File: src/rtl/input_frame_buffer_pkg.sv
// rtl/input_frame_buffer_pkg.sv - shared constants and helpers for the input frame buffer
package input_frame_buffer_pkg;

    localparam int IFB_DATA_WIDTH = 32;
    localparam int IFB_DEPTH      = 48;
    localparam int IFB_LANES      = 1;
    localparam int IFB_CNT_WIDTH  = 16;

    // Ceiling log2, usable in parameter expressions; bounded loop keeps it synthesizable.
    function automatic int ifb_clog2(input int value);
        int result;
        result = 0;
        for (int i = 0; i < 31; i++) begin
            if ((32'sd1 << i) < value) begin
                result = i + 1;
            end
        end
        return result;
    endfunction

endpackage

File: src/rtl/input_frame_buffer_if.sv
// rtl/input_frame_buffer_if.sv - beat input and frame output handshakes of the input frame buffer
interface input_frame_buffer_if
    import input_frame_buffer_pkg::*;
#(
    parameter int DATA_WIDTH = IFB_DATA_WIDTH,
    parameter int DEPTH      = IFB_DEPTH,
    parameter int LANES      = IFB_LANES
);
    logic                          in_valid;
    logic                          in_ready;
    logic [LANES*DATA_WIDTH-1:0]   in_data;
    logic                          out_valid;
    logic                          out_ready;
    logic [DEPTH*DATA_WIDTH-1:0]   out_data;

    modport master (
        output in_valid, in_data, out_ready,
        input  in_ready, out_valid, out_data
    );

    modport slave (
        input  in_valid, in_data, out_ready,
        output in_ready, out_valid, out_data
    );
endinterface

File: src/rtl/input_frame_buffer_hold.sv
// rtl/input_frame_buffer_hold.sv - load-enabled frame hold register with async active-low reset
module frame_hold_reg #(
    parameter int WIDTH = 32
) (
    input  logic             clk,
    input  logic             rst,
    input  logic             i_load,
    input  logic [WIDTH-1:0] i_data,
    output logic [WIDTH-1:0] o_data
);
    logic [WIDTH-1:0] r_data;

    always_ff @(posedge clk or negedge rst) begin
        if (!rst) begin
            r_data <= '0;
        end else if (i_load) begin
            r_data <= i_data;
        end
    end

    assign o_data = r_data;
endmodule

File: src/rtl/input_frame_buffer.sv
// rtl/input_frame_buffer.sv - gathers LANES-wide beats into a DEPTH-word frame and hands it off
module input_frame_buffer
    import input_frame_buffer_pkg::*;
#(
    parameter int DATA_WIDTH = IFB_DATA_WIDTH,
    parameter int DEPTH      = IFB_DEPTH,
    parameter int LANES      = IFB_LANES,
    parameter int CNT_WIDTH  = IFB_CNT_WIDTH,
    localparam int BEATS     = DEPTH / LANES,
    localparam int FILL_W    = ifb_clog2(BEATS + 1)
) (
    input  logic                  clk,
    input  logic                  rst,
    input  logic                  i_clear,
    input_frame_buffer_if.slave   bus,
    output logic [FILL_W-1:0]     o_fill_level,
    output logic [CNT_WIDTH-1:0]  o_frame_count
);
    localparam logic [FILL_W-1:0] FULL_LVL = FILL_W'(BEATS);

    generate
        if (LANES < 1 || (DEPTH % LANES) != 0) begin : g_bad_cfg
            $error("input_frame_buffer: DEPTH must be a positive multiple of LANES");
        end
    endgenerate

    logic [FILL_W-1:0]           r_fill_level;
    logic                        r_out_valid;
    logic [CNT_WIDTH-1:0]        r_frame_count;
    logic [DEPTH*DATA_WIDTH-1:0] r_bank;

    logic w_full;
    logic w_accept;
    logic w_xfer;
    logic w_out_hs;
    logic w_load;
    logic [DEPTH*DATA_WIDTH-1:0] w_hold_data;

    assign w_full   = (r_fill_level == FULL_LVL);
    assign w_accept = bus.in_valid && !w_full;
    assign w_xfer   = w_full && (!r_out_valid || bus.out_ready);
    assign w_out_hs = r_out_valid && bus.out_ready;
    // clear wins over transfer, so the hold stage keeps its last frame
    assign w_load   = w_xfer && !i_clear;

    always_ff @(posedge clk or negedge rst) begin
        if (!rst) begin
            r_fill_level  <= '0;
            r_out_valid   <= 1'b0;
            r_frame_count <= '0;
            r_bank        <= '0;
        end else if (i_clear) begin
            r_fill_level  <= '0;
            r_out_valid   <= 1'b0;
            r_frame_count <= '0;
        end else begin
            if (w_accept) begin
                for (int b = 0; b < BEATS; b++) begin
                    for (int j = 0; j < LANES; j++) begin
                        if (r_fill_level == FILL_W'(b)) begin
                            r_bank[(b*LANES+j)*DATA_WIDTH +: DATA_WIDTH] <=
                                bus.in_data[j*DATA_WIDTH +: DATA_WIDTH];
                        end
                    end
                end
                r_fill_level <= r_fill_level + FILL_W'(1);
            end
            // a transfer on the handshake edge keeps out_valid high for back-to-back frames
            if (w_xfer) begin
                r_fill_level <= '0;
                r_out_valid  <= 1'b1;
            end else if (w_out_hs) begin
                r_out_valid  <= 1'b0;
            end
            if (w_out_hs) begin
                r_frame_count <= r_frame_count + CNT_WIDTH'(1);
            end
        end
    end

    frame_hold_reg #(
        .WIDTH (DEPTH*DATA_WIDTH)
    ) u_hold (
        .clk    (clk),
        .rst    (rst),
        .i_load (w_load),
        .i_data (r_bank),
        .o_data (w_hold_data)
    );

    assign bus.in_ready  = !w_full;
    assign bus.out_valid = r_out_valid;
    assign bus.out_data  = w_hold_data;
    assign o_fill_level  = r_fill_level;
    assign o_frame_count = r_frame_count;
endmodule

File: src/flat_wrapper.sv
// flat-port wrapper written by rule: the top's interface ports become plain ports
module input_frame_buffer_flat import input_frame_buffer_pkg::*;
#(
    parameter int DATA_WIDTH = IFB_DATA_WIDTH,
    parameter int DEPTH      = IFB_DEPTH,
    parameter int LANES      = IFB_LANES,
    parameter int CNT_WIDTH  = IFB_CNT_WIDTH,
    localparam int BEATS     = DEPTH / LANES,
    localparam int FILL_W    = ifb_clog2(BEATS + 1)
)
  (clk, rst, i_clear, o_fill_level, o_frame_count, bus_in_valid, bus_in_data, bus_out_ready, bus_in_ready, bus_out_valid, bus_out_data);
  input_frame_buffer_if #(.DATA_WIDTH(DATA_WIDTH), .DEPTH(DEPTH), .LANES(LANES)) bus_i ();
  input  logic clk;
  input  logic rst;
  input  logic i_clear;
  output logic [FILL_W-1:0] o_fill_level;
  output logic [CNT_WIDTH-1:0] o_frame_count;
  input wire logic [$bits(bus_i.in_valid)-1:0] bus_in_valid;
  input wire logic [$bits(bus_i.in_data)-1:0] bus_in_data;
  input wire logic [$bits(bus_i.out_ready)-1:0] bus_out_ready;
  output wire logic [$bits(bus_i.in_ready)-1:0] bus_in_ready;
  output wire logic [$bits(bus_i.out_valid)-1:0] bus_out_valid;
  output wire logic [$bits(bus_i.out_data)-1:0] bus_out_data;
  assign bus_i.in_valid = bus_in_valid;
  assign bus_i.in_data = bus_in_data;
  assign bus_i.out_ready = bus_out_ready;
  assign bus_in_ready = bus_i.in_ready;
  assign bus_out_valid = bus_i.out_valid;
  assign bus_out_data = bus_i.out_data;
  input_frame_buffer #(.DATA_WIDTH(DATA_WIDTH), .DEPTH(DEPTH), .LANES(LANES), .CNT_WIDTH(CNT_WIDTH)) u_core (.clk(clk), .rst(rst), .i_clear(i_clear), .bus(bus_i), .o_fill_level(o_fill_level), .o_frame_count(o_frame_count));
endmodule
File: config.mk
export PLATFORM = sky130hd
export DESIGN_NAME = input_frame_buffer_flat
export DESIGN_NICKNAME = d
export VERILOG_FILES = /design/src/rtl/input_frame_buffer_pkg.sv /design/src/rtl/input_frame_buffer_if.sv /design/src/rtl/input_frame_buffer_hold.sv /design/src/rtl/input_frame_buffer.sv /design/src/flat_wrapper.sv
export SDC_FILE = /design/constraint.sdc
export NUM_CORES = 2
export LEC_CHECK = 0
export CORE_AREA = 5 5 616 618
export CTS_CLUSTER_DIAMETER = 30
export DETAILED_ROUTE_END_ITERATION = 12
export DIE_AREA = 0 0 621 623
export HOLD_SLACK_MARGIN = 0.06
export RECOVER_POWER = 25
export SYNTH_ARGS = -nofsm -noshare
export SYNTH_HDL_FRONTEND = slang
export SYNTH_SLANG_ARGS = --single-unit
export TNS_END_PERCENT = 5
File: constraint.sdc
create_clock -name clk -period 3.4 [get_ports clk]
set_input_delay 0.85 -clock clk [delete_from_list [all_inputs] [get_ports clk]]
set_output_delay 0.85 -clock clk [all_outputs]
set_load 0.02 [all_outputs]
* After elaboration in Yosys (flattened, before gate mapping)
Cells that the tools add are included.
** Storage, ports and cells
- Output and inout port bits :: 1560
- Flip-flop bits (word level) :: 3095
- Word-level logic and storage cells :: 171
- Input port bits :: 37
** Operators by class
- Eq/ne operators :: 48
- Multiplexer cells :: 8
- Bitwise gates (word level) :: 1
- Add/subtract/negate cells :: 2
- Reduce and logical (&&, ||, !) cells :: 60
** Operator list (number)
- 3-bit AND reduction :: 48
- 6-bit equality test, second input constant :: 17
- 6-bit by 5-bit equality test with 1-bit output, second input constant :: 16
- 6-bit by 4-bit equality test with 1-bit output, second input constant :: 8
- 16-bit 2-to-1 mux :: 2
- 6-bit by 3-bit equality test with 1-bit output, second input constant :: 4
- 6-bit 2-to-1 mux :: 3
- 16-bit by 1-bit adder with 16-bit output, second input constant :: 1
- 6-bit by 2-bit equality test with 1-bit output, second input constant :: 2
- 6-bit by 1-bit adder with 6-bit output, second input constant :: 1
- 6-bit by 1-bit equality test with 1-bit output, second input constant :: 1
- 6-bit logical NOT :: 1
- 3-bit nonzero test :: 2
- 1-bit logical AND :: 4
- 1-bit logical NOT :: 3
- 1-bit 2-to-1 mux :: 3
- 2-bit nonzero test :: 1
- 1-bit logical OR :: 1
- 1-bit inverter :: 1

* Depth between registers and ports, before layout
- Depth in word-level cells :: 6
- Mapped depth :: 9
- Depth with buffers taken out :: 6

* By module
Synthesis repeated with hierarchy kept, for this count alone.
** Second synthesis, totals
- Cell total of the unflattened synthesis :: 6821
- Area total of the unflattened synthesis :: 116875.8 um2
** By module, submodules not included
- input_frame_buffer :: seq. area each 39012.4 um2, cells each 3578, times used 1, area an instance 59560.9 um2
- frame_hold_reg :: seq. area each 38436.9 um2, cells each 3243, times used 1, area an instance 57315.0 um2

* Worst setup path after synthesis
Ideal clock, no wire load.
- Kind :: input -> register
- Start point :: in i_clear
- End point :: reg u_core.r_bank[1377]
- Stages :: 6
- Buffers on the path :: 2
- Library setup time :: 0.125 ns
- Required time :: 3.275 ns
- Slack :: 0.819 ns
- Arrival time :: 2.456 ns
- Cells stage by stage :: nand2b_1 or3b_2 buf_2 nor2_2 buf_4 mux2_2
** On the way
- Word-level cells in the longest chain between the ends :: 2
** Ends and longest elaborated chain
- start: declaration :: line flat_wrapper.sv:15 : input logic i_clear;
- 1-bit inverter (no source line)
- 3-bit AND reduction (no source line)
- end signal: indexed assignment :: line input_frame_buffer.sv:61 : r_bank[(b*LANES+j)*DATA_WIDTH +: DATA_WIDTH] <=
- end: declaration :: line input_frame_buffer.sv:30 : logic [DEPTH*DATA_WIDTH-1:0] r_bank;
Every way passes these cells.
A chain may end at the register's enable or synchronous reset.

* Worst setup path after layout
- Start point :: reg u_core.r_fill_level[3], in the netlist u_core.o_fill_level[3]
- End point :: out o_fill_level[3]
** RTL lines
- start: declaration :: line input_frame_buffer.sv:27 : logic [FILL_W-1:0] r_fill_level;
- start signal: assignment :: line input_frame_buffer.sv:66 : r_fill_level <= r_fill_level + FILL_W'(1);
- end: declaration :: line flat_wrapper.sv:16 : output logic [FILL_W-1:0] o_fill_level;
No word-level cell between the ends.

==> run summary <==
Post-route cell area -> 164000 sq um
All-Layer GR Usage -> 20.7%
DR iter-0 viols -> 3860
Die Y -> 623 microns
Port buffer count -> 1596
Root Driver -> clkbuf_16
Initial antenna violation count -> 59
Die area -> 387000 sq um
Number of synthesized register bits -> 3095
CP endpoint kind -> primary output
Yosys warnings -> 0
Data arrival time of the worst path -> 2.41 ns
P&R area growth vs syn -> 42.2%
Period utilisation layout -> 95.9%
Layout filler cell count -> 32900
Largest net degree at the start of global routing -> 131
Post-synth EDFFs -> 0
Top FF cell, synth -> dfrtp_1
Sequential share of the synthesized area -> 67.0%
Share of synthesized flip-flops with an asynchronous set or reset -> 100%
Hold Crit Class -> in -> reg
CP required -> 2.55 ns
Cell leakage power -> 80.2 nW
Longest Clk Path Bufs -> 4
CP startpoint kind -> flop
I/O pins -> 1597
Max-cap violations -> 1
Slew @ Worst Pin -> 1.97 ns
Worst-Skew Late Latency -> 1.05 ns
Slew HR -> -31.1%
CTS Buf Count -> 657
Setup TNS -> 0 ns
Post-route ant nets -> 0
Skew final -> 0.0723 ns
Placed wire-length estimate -> 273 mm
Vias per inst -> 4.71
Die W -> 621 microns
Buf/Inv on CP -> 2
Clock slew at reported path FFs -> 0.05 ns
Initial Util -> 30.9%
Unrepaired setup endpoints after global routing -> false
Synthesized instance count -> 6826
Synth cell types -> 37
Syn nets -> 6868
1st-pass router iterations -> 5
Synth Area per Inst -> 16.9 sq um
Critical path's slowest cell -> clkdlybuf4s50_1
CORE AREA -> 374000 sq um
Remaining DRCs -> 0
Outcome -> finished, violations left
Final Max Slew Viols -> 36
Mapped Area -> 116000 sq um
FP Rows -> 225
Final Wtd Congestion -> 0.812
Critical Path Max Stage Delay -> 0.80 ns
Worst-path cell chain -> buf_4, clkdlybuf4s50_1
Vias in the first global route -> 75400
Failing checks -> capacitance limit, slew limit
CP Class -> reg -> out
CTS tree -> yes
Htree depth -> 6
Crit-path max FO -> 13
Clock sinks -> 3095
Commonest non-fill, non-tap cell in the layout -> dfrtp_1
Fraction of layout cells with a size suffix above 1 -> 38.1%
Nets -> 9032
First-pass GRT wire length -> 578 mm
Overflow after GRT -> 0
Pwr Density -> 654 nW/um^2
Final min period -> 3.26 ns
Final setup viols -> 0
Pwr Total -> 108 mW
Fmax -> 0.307 GHz
Most frequent cells in the layout -> dfrtp_1 (3095), mux2_2 (2050), clkdlybuf4s50_1 (1559)
Via count -> 68600
Final wirelength -> 408 mm
Post-placement cell area -> 141000 sq um
Family with the most delay on the worst path -> buffers and inverters
Peak supply drop -> 528 uV
Final Hold Fails -> 0
Routed WL per cell -> 28.0 microns
repair_timing:
item                                   4_1_cts  5_1_grt
pin swaps                                    0        0
endpoints found under the hold margin       16        0
setup endpoints to repair                    2        1
cloned                                       0        0
hold buffers                                 1        0
setup buffers                                2        1
resized for setup                           13        0
synthesized netlist by cell type, types with 3 or more instances:
cell	number	area share, %
nor3_1	6	0.026
clkbuf_1	192	0.62
inv_1	6	0.019
a21oi_1	7	0.030
nand4_1	10	0.054
a31o_2	3	0.023
buf_2	104	0.45
xor2_1	10	0.076
xnor2_1	3	0.023
or3_1	4	0.022
nand2b_1	3	0.016
mux2_1	1023	10
buf_6	8	0.078
nor2_2	10	0.054
o21ai_0	3	0.013
nand2_1	18	0.058
dfrtp_1	3095	67
buf_1	14	0.045
buf_4	168	1.1
mux2_2	2050	20
nor2b_1	4	0.022
nand3_1	19	0.082
nor2_1	43	0.14
ha_1	5	0.054
routing by layer:
layer	wire length, microns	track usage, %
met5	0	0
met4	25100	11.0
met3	28800	5.52
met2	196000	33.9
met1	159000	24.8
cell families (layout without fill, tap and decap cells):
kind of cell             Yosys count  after routing  synth area share, %
flip-flops                      3095           3095                 67.0
XOR/XNOR                          13             13               0.0984
AND/OR/NAND/NOR                  133            133                0.596
buffers and inverters            492           3213                 2.31
multiplexers                    3073           3073                 29.9
adder cells (fa/ha/maj)            5              5               0.0541
AO/OA/AOI/OAI                     15             15               0.0800
other                              0             18                    0
sequential cells by signal (all words and copies together) (netlist names):
| register | count |
|---|---|
| u_core.bus.out_valid | 1 |
| u_core.r_bank | 1536 |
| u_core.o_frame_count | 16 |
| u_core.o_fill_level | 6 |
| u_core.u_hold.o_data | 1536 |
report_power, final:
group          internal (mW)  switching, mW  total (mW)
clock network           45.1           22.1        67.2
logic                  0.719           1.83        2.55
registers               37.6          0.303        37.9
through the flow:
step	utilization, %	cells	worst slack (ns)	hold WS, ns
6_report	44.0	14600	0.140	0.189
3_5_place_dp	37.6	13300	-0.311	0.469
4_1_cts	44.1	14500	0.0233	0.106
3_3_place_gp	37.6	13300	-0.334	0.462
5_1_grt	44.0	14500	0.0610	0.134
2_1_floorplan	-	6826	0.819	0.452
cell type report:
cell class / instances / area (sq um) / share of cell area (%)
Tap cell: 4994 / 6250 / 3.80
Antenna cell: 18 / 45.0 / 0.0274
Sequential cell: 3095 / 77400 / 47.1
Clock buffer: 853 / 18400 / 11.2
Multi-Input combinational cell: 3239 / 35900 / 21.8
Timing Repair Buffer: 1991 / 20800 / 12.6
Inverter: 6 / 22.5 / 0.0137
Clock inverter: 363 / 5680 / 3.45
path summary, 6_finish.rpt:
| path | startpoint | endpoint | slack, ns | depth (start not counted) |
|---|---|---|---|---|
| hold reg to reg | u_core.r_bank[738] | u_core.u_hold.o_data[738] | 0.44 | 1 |
| setup reg to reg | u_core.o_fill_level[0] | u_core.u_hold.o_data[209] | 0.32 | 10 |
| hold / removal | bus_in_data[16] | u_core.r_bank[144] | 0.19 | 2 |
| setup / recovery | u_core.o_fill_level[3] | o_fill_level[3] | 0.14 | 2 |
| min in group asynchronous | rst | u_core.u_hold.o_data[599] | 0.94 | 2 |
| max in group asynchronous | rst | u_core.r_bank[1104] | 0.30 | 3 |
(Power assumes the default switching activity.)
